==> src/rtl/pe_bus_arb_if.sv <==
// Requester/bus bundle for pe_bus_arb: per-PE request/address/completion plus the
// single shared bus transaction port.
interface pe_bus_arb_if #(
  parameter int N_PE      = 4,
  parameter int AD_LEN    = 32,
  parameter int BUS_WIDTH = 32
);
  logic [N_PE-1:0]        req_i;
  logic [N_PE*AD_LEN-1:0] ad_i;
  logic [N_PE-1:0]        valid_o;
  logic                   err_o;
  logic [BUS_WIDTH-1:0]   data_o;
  logic [N_PE-1:0]        stall_o;
  logic                   bus_req_o;
  logic [AD_LEN-1:0]      bus_ad_o;
  logic [BUS_WIDTH-1:0]   bus_data_i;
  logic                   bus_ack_i;

  // Arbiter side
  modport slave (
    input  req_i, ad_i, bus_data_i, bus_ack_i,
    output valid_o, err_o, data_o, stall_o, bus_req_o, bus_ad_o
  );

  // PE cluster / bus model side
  modport master (
    output req_i, ad_i, bus_data_i, bus_ack_i,
    input  valid_o, err_o, data_o, stall_o, bus_req_o, bus_ad_o
  );
endinterface

==> src/rtl/pe_bus_arb.sv <==
// Round-robin arbiter serialising N_PE requesters onto one bus port, returning read
// data to the owner with a one-cycle valid pulse; a watchdog aborts hung transfers.
module pe_bus_arb #(
  parameter int N_PE      = 4,
  parameter int AD_LEN    = 32,
  parameter int BUS_WIDTH = 32,
  parameter int TIMEOUT   = 64
) (
  input  logic          clk_i,
  input  logic          reset_i,
  pe_bus_arb_if.slave   bus
);

  localparam int OW    = $clog2(N_PE);
  localparam int CNT_W = (TIMEOUT > 0) ? $clog2(TIMEOUT + 1) : 1;
  localparam logic [CNT_W-1:0] CNT_LAST = CNT_W'((TIMEOUT > 0) ? TIMEOUT - 1 : 0);
  localparam logic [OW-1:0]    LAST_RST = OW'(N_PE - 1);

  typedef enum logic {
    IDLE,
    BUSY
  } state_t;

  state_t               state_q, state_d;
  logic [OW-1:0]        owner_q, owner_d;
  logic [OW-1:0]        last_q, last_d;
  logic [CNT_W-1:0]     cnt_q, cnt_d;
  logic [AD_LEN-1:0]    ad_q, ad_d;
  logic [BUS_WIDTH-1:0] data_q, data_d;
  logic [N_PE-1:0]      valid_q, valid_d;
  logic                 err_q, err_d;
  logic                 bus_req_q, bus_req_d;

  logic [OW-1:0]        pick;
  logic [AD_LEN-1:0]    ad_sel;

  // First requesting channel strictly after 'last', wrapping modulo N_PE.
  function automatic logic [OW-1:0] rr_pick(input logic [N_PE-1:0] req,
                                            input logic [OW-1:0]   last);
    logic [OW-1:0] sel;
    logic [OW-1:0] idx;
    logic          found;
    sel   = '0;
    found = 1'b0;
    for (int k = 1; k <= N_PE; k++) begin
      idx = OW'((int'(last) + k) % N_PE);
      if (!found && req[idx]) begin
        sel   = idx;
        found = 1'b1;
      end
    end
    return sel;
  endfunction

  always_comb begin
    pick   = rr_pick(bus.req_i, last_q);
    ad_sel = '0;
    for (int c = 0; c < N_PE; c++) begin
      if (pick == OW'(c)) ad_sel = bus.ad_i[c*AD_LEN +: AD_LEN];
    end
  end

  always_ff @(posedge clk_i or posedge reset_i) begin
    if (reset_i) begin
      state_q   <= IDLE;
      owner_q   <= '0;
      last_q    <= LAST_RST;
      cnt_q     <= '0;
      ad_q      <= '0;
      data_q    <= '0;
      valid_q   <= '0;
      err_q     <= 1'b0;
      bus_req_q <= 1'b0;
    end else begin
      state_q   <= state_d;
      owner_q   <= owner_d;
      last_q    <= last_d;
      cnt_q     <= cnt_d;
      ad_q      <= ad_d;
      data_q    <= data_d;
      valid_q   <= valid_d;
      err_q     <= err_d;
      bus_req_q <= bus_req_d;
    end
  end

  always_comb begin
    state_d   = state_q;
    owner_d   = owner_q;
    last_d    = last_q;
    cnt_d     = cnt_q;
    ad_d      = ad_q;
    data_d    = data_q;
    valid_d   = '0;
    err_d     = 1'b0;
    bus_req_d = bus_req_q;

    case (state_q)
      IDLE: begin
        // bus_ack_i is deliberately ignored here: no transaction is outstanding.
        if (|bus.req_i) begin
          owner_d   = pick;
          ad_d      = ad_sel;
          bus_req_d = 1'b1;
          cnt_d     = '0;
          state_d   = BUSY;
        end
      end
      BUSY: begin
        if (bus.bus_ack_i) begin
          data_d    = bus.bus_data_i;
          for (int c = 0; c < N_PE; c++) valid_d[c] = (owner_q == OW'(c));
          bus_req_d = 1'b0;
          last_d    = owner_q;
          state_d   = IDLE;
        end else if ((TIMEOUT != 0) && (cnt_q == CNT_LAST)) begin
          // Ack has priority above; reaching here means the bus never answered.
          data_d    = '1;
          for (int c = 0; c < N_PE; c++) valid_d[c] = (owner_q == OW'(c));
          err_d     = 1'b1;
          bus_req_d = 1'b0;
          last_d    = owner_q;
          state_d   = IDLE;
        end else begin
          cnt_d = cnt_q + 1'b1;
        end
      end
    endcase
  end

  assign bus.valid_o   = valid_q;
  assign bus.err_o     = err_q;
  assign bus.data_o    = data_q;
  assign bus.bus_req_o = bus_req_q;
  assign bus.bus_ad_o  = ad_q;
  assign bus.stall_o   = bus.req_i & ~valid_q;

endmodule

==> src/flat_wrapper.sv <==
// flat-port wrapper written by rule: the top's interface ports become plain ports
module pe_bus_arb_flat 
#(
  parameter int N_PE      = 4,
  parameter int AD_LEN    = 32,
  parameter int BUS_WIDTH = 32,
  parameter int TIMEOUT   = 64
)
  (clk_i, reset_i, bus_req_i, bus_ad_i, bus_bus_data_i, bus_bus_ack_i, bus_valid_o, bus_err_o, bus_data_o, bus_stall_o, bus_bus_req_o, bus_bus_ad_o);
  pe_bus_arb_if #(.N_PE(N_PE), .AD_LEN(AD_LEN), .BUS_WIDTH(BUS_WIDTH)) bus_i ();
  input  logic clk_i;
  input  logic reset_i;
  input wire logic [$bits(bus_i.req_i)-1:0] bus_req_i;
  input wire logic [$bits(bus_i.ad_i)-1:0] bus_ad_i;
  input wire logic [$bits(bus_i.bus_data_i)-1:0] bus_bus_data_i;
  input wire logic [$bits(bus_i.bus_ack_i)-1:0] bus_bus_ack_i;
  output wire logic [$bits(bus_i.valid_o)-1:0] bus_valid_o;
  output wire logic [$bits(bus_i.err_o)-1:0] bus_err_o;
  output wire logic [$bits(bus_i.data_o)-1:0] bus_data_o;
  output wire logic [$bits(bus_i.stall_o)-1:0] bus_stall_o;
  output wire logic [$bits(bus_i.bus_req_o)-1:0] bus_bus_req_o;
  output wire logic [$bits(bus_i.bus_ad_o)-1:0] bus_bus_ad_o;
  assign bus_i.req_i = bus_req_i;
  assign bus_i.ad_i = bus_ad_i;
  assign bus_i.bus_data_i = bus_bus_data_i;
  assign bus_i.bus_ack_i = bus_bus_ack_i;
  assign bus_valid_o = bus_i.valid_o;
  assign bus_err_o = bus_i.err_o;
  assign bus_data_o = bus_i.data_o;
  assign bus_stall_o = bus_i.stall_o;
  assign bus_bus_req_o = bus_i.bus_req_o;
  assign bus_bus_ad_o = bus_i.bus_ad_o;
  pe_bus_arb #(.N_PE(N_PE), .AD_LEN(AD_LEN), .BUS_WIDTH(BUS_WIDTH), .TIMEOUT(TIMEOUT)) u_core (.clk_i(clk_i), .reset_i(reset_i), .bus(bus_i));
endmodule
==> config.mk <==
export PLATFORM = sky130hd
export DESIGN_NAME = pe_bus_arb_flat
export DESIGN_NICKNAME = d
export VERILOG_FILES = /design/src/rtl/pe_bus_arb_if.sv /design/src/rtl/pe_bus_arb.sv /design/src/flat_wrapper.sv
export SDC_FILE = /design/constraint.sdc
export NUM_CORES = 1
export LEC_CHECK = 0
export BUFFER_PORTS_ARGS = -buffer_cell sky130_fd_sc_hd__buf_2
export CORE_UTILIZATION = 44
export CTS_BUF_LIST = sky130_fd_sc_hd__clkbuf_8 sky130_fd_sc_hd__clkbuf_16
export DETAILED_ROUTE_END_ITERATION = 16
export GPL_TIMING_DRIVEN = 0
export PLACE_DENSITY_LB_ADDON = 0.08
export SYNTH_ARGS = -nofsm -noshare
export SYNTH_HDL_FRONTEND = slang
export SYNTH_SLANG_ARGS = --single-unit
==> constraint.sdc <==
create_clock -name clk_i -period 2.7 [get_ports clk_i]
set_input_delay 0.27 -clock clk_i [delete_from_list [all_inputs] [get_ports clk_i]]
set_output_delay 0.27 -clock clk_i [all_outputs]
set_load 0.01 [all_outputs]
==> run_results.csv <==
group,metric,value,unit
setup_path,path_class,"reg -> reg",
grt,grt_overflow,0,
place,hpwlAfterDp,8640,um
power,power_frac_clock,16.5,%
layout,nets,758,
floorplan,start_util,46.3,%
floorplan,core_area,8890,sq um
setup_path,critPathMostFrequentCell,"buf_4",
clock_tree,cts-root-buf,"clkbuf_8",
setup_path,worstSetupPathDepth,7,
grt,grt_util_all_layers,23.3,%
power,power_density,1060,nW/um^2
flow_run,cap_violations,0,
place,place.gp.congestion,0.771,
setup_path,critPathBufInv,2,
timing,final.setup.worst_slack,0.642,ns
timing,worst_clock_skew,0.00876,ns
timing,slew_headroom,63.0,%
grt,grt_first_pass_wirelength,17700,um
floorplan,pin_count,241,
setup_path,r2r_cells,7,
setup_path,cp.arrival,2.28,ns
timing,slew_viol_final,0,
timing,rsz0062_at_grt,"false",
routing,vias,3645,
routing,vias_per_cell,5.18,
power,power.share.switching,38.7,%
power,power,6.07,mW
logic_synthesis,seq_area_frac_synth,49.9,%
layout,syn2layout_area_growth,38.9,%
timing,final.period_utilization,76.2,%
logic_synthesis,syn_nets,505,
grt,grt_max_degree,74,
setup_path,reg2reg_to,"u_core.bus.bus_ad_o[31]$_DFFE_PP0P_",
setup_path,start_kind,"flop",
power,p_int,3.72,mW
grt,grt_pass1_vias,3714,
logic_synthesis,synthAdderAreaFrac,0.304,%
logic_synthesis,synth_compound_area_share,20.8,%
floorplan,fp.dieW,98.8,um
clock_tree,cts_tree,"built",
setup_path,cp-startpoint,"u_core.last_q[1]$_DFFE_PP1P_",
power,p_switching,2.35,mW
setup_path,r2r_start,"u_core.last_q[1]$_DFFE_PP1P_",
clock_tree,cts.path.max_buffers,2,
setup_path,cp_max_fo,10,
floorplan,die_h,98.8,um
layout,final_util,64.4,%
worst_hold_path,hp-class,"in -> reg",
power,seq_power_share,34.3,%
timing,setup_viol,0,
clock_tree,cts.sinks,82,
outcome,status,"finished clean",
logic_synthesis,synth_top_family_by_area,"compound AO/OA/AOI/OAI gates",
floorplan,rows,34,
logic_synthesis,synthXorXnorAreaFrac,0.851,%
setup_path,crit_path_top_delay_cell,"dfstp_2",
floorplan,dieArea,9750,sq um
grt,antenna_found_initial,0,
routing,ant_nets,0,
setup_path,crit_chain,"nand2b_1 > a21oi_1 > nor3_2 > buf_4 > buf_4 > mux2i_1 > o221ai_2",
clock_tree,clkTransAtPathRegs,0.08,ns
routing,drc_errors,0,
logic_synthesis,yosys.area_share.simple,7.96,%
routing,wl_per_cell,15.6,um
setup_path,cp-end-kind,"flop",
logic_synthesis,syn_avg_cell_area,12.2,sq um
logic_synthesis,yosys-mux-area-fraction,15.8,%
logic_synthesis,yosysWarnings,0,
setup_path,ff2ff_setup_slack,0.64,ns
setup_path,worstPathRequired,2.92,ns
clock_tree,clkLatencyLatePin,0.35,ns
timing,fmax,486,MHz
logic_synthesis,synth_cells,337,
timing,worstMarginPinSlew,0.552,ns
logic_synthesis,netlist_area,4120,sq um
setup_path,endpoint,"u_core.bus.bus_ad_o[31]$_DFFE_PP0P_",
power,peakVddDrop,0.509,mV
place,dpl_worst_slack,0.644,ns
logic_synthesis,synth.distinct_cells,37,
layout,antennaDiodeCount,0,
setup_path,cp_top_family,"flip-flops",
routing,wl,11000,um
routing,firstDrtPassIters,4,
logic_synthesis,ys_ff_latch,82,
power,power_leakage,2.88,nW
power,power_frac_comb,49.2,%
timing,hold_viol,0,
layout,fill_cells,772,
clock_tree,htreeDepth,3,
routing,first_iter_violations,100,
setup_path,max_stage_delay,0.58,ns
timing,fin_crit,2.06,ns
place,numPortBuffers,240,
clock_tree,cts_made_buffers,9,
layout,layout-drive-gt1-share,52.1,%
synthesized netlist by cell type (all sizes together):
cell,n,area (sq um)
buf,19,141
nor2,10,40.0
a211oi,1,7.51
clkbuf,7,26.3
a21boi,1,7.51
dfrtp,80,2000
dfstp,2,52.6
nor2b,5,31.3
nand3,4,20.0
and3b,1,8.76
a21oi,6,30.0
o221ai,32,462
and2,1,6.26
and3,1,6.26
o31ai,1,12.5
nor3,2,15.0
nor3b,2,15.0
ha,1,12.5
mux2,1,11.3
xnor2,4,35.0
o22ai,1,6.26
o21bai,1,7.51
mux2i,64,641
a21o,1,7.51
o22a,32,280
o21a,1,7.51
nand2,46,173
a311o,1,10.0
nand2b,1,6.26
o21ai,4,20.0
inv,3,11.3
or2,1,6.26
state kept, by name (all words and copies together) (netlist names), 2 cells and up:
register	cells
u_core.bus.bus_ad_o	32
u_core.bus.data_o	32
u_core.cnt_q	7
u_core.bus.valid_o	4
u_core.last_q	2
u_core.owner_q	2
per-stage QoR:
stage               setup TNS (ns)  instance area [sq um]  cells  hold slack, ns
floorplan                        0                   4120    337           0.396
global placement            -51.18                   5460    685           0.467
detailed placement               0                   5490    686           0.187
CTS                              0                   5720    703           0.109
global route                     0                   5720    703          0.0994
finish                           0                   5720    703           0.123
layout make-up:
class                           instances  area (sq um)  area share (%)
Inverter                                3          13.8           0.241
Multi-Input combinational cell        226          1890            33.0
Clock buffer                           10           138            2.41
Tap cell                              108           135            2.36
Timing Repair Buffer                  242          1240            21.6
Clock inverter                          6          88.8            1.55
Buffer                                 26           168            2.93
Sequential cell                        82          2050            35.9
cells in the final DEF, fill, tap and decap left out, types with 2 or more instances in the layout:
cell type	count
xnor2_1	4
a21oi_1	6
nor3b_1	2
o21ai_0	4
o221ai_1	3
clkbuf_8	10
o221ai_2	29
buf_6	5
dfrtp_1	80
buf_2	248
buf_4	6
inv_6	2
dfstp_2	2
clkbuf_1	7
bufinv_16	2
nor2b_1	5
inv_1	3
nand2_1	46
o22a_1	32
mux2i_1	64
nor2_1	9
nand3_1	4
metal layers:
metal,share of wire [%],vias to the layer above,track usage [%]
met1,40,1710,27.1
met5,0,-,0
met2,52,149,41.0
li1,-,1764,-
met4,2.8,0,10.4
met3,5.3,22,5.11
power groups by stage:
stage                     Combinational, mW  Clock [mW]  Sequential (mW)
after floorplan                        1.77           0             2.32
after global placement                 2.96           0             2.09
after detailed placement               3.04           0             2.10
after CTS                              3.04        1.03             2.08
after global routing                   3.27        1.08             2.15
final                                  2.99        1.00             2.08
logic make-up after synthesis:
logic type / count (synthesis)
AOI/OAI and AO/OA: 82
xor gates and xnor gates: 4
adders and majority gates: 1
buffers and inverters: 29
DFF: 82
muxes: 65
and+or+nand+nor: 74
worst min-delay path by stage:
stage / slack, ns / cells after the start / endpoint / from
4_1_cts: 0.11 / 2 / u_core.bus.data_o[8]$_DFFE_PP0P_ / bus_bus_data_i[8]
3_3_place_gp: 0.47 / 2 / u_core.bus.bus_ad_o[23]$_DFFE_PP0P_ / u_core.bus.bus_ad_o[23]$_DFFE_PP0P_
3_5_place_dp: 0.19 / 2 / u_core.bus.data_o[24]$_DFFE_PP0P_ / reset_i
2_1_floorplan: 0.40 / 1 / u_core.bus.data_o[0]$_DFFE_PP0P_ / bus_bus_data_i[0]
6_report: 0.12 / 2 / u_core.bus.data_o[10]$_DFFE_PP0P_ / bus_bus_data_i[10]
5_1_grt: 0.1 / 2 / u_core.bus.data_o[22]$_DFFE_PP0P_ / bus_bus_data_i[22]
what timing repair did:
action	4_1_cts	5_1_grt
endpoints found under the hold margin	9	0
gates resized for setup	0	0
hold buffers	1	0
setup buffers	0	0
(Power assumes the default switching activity.)
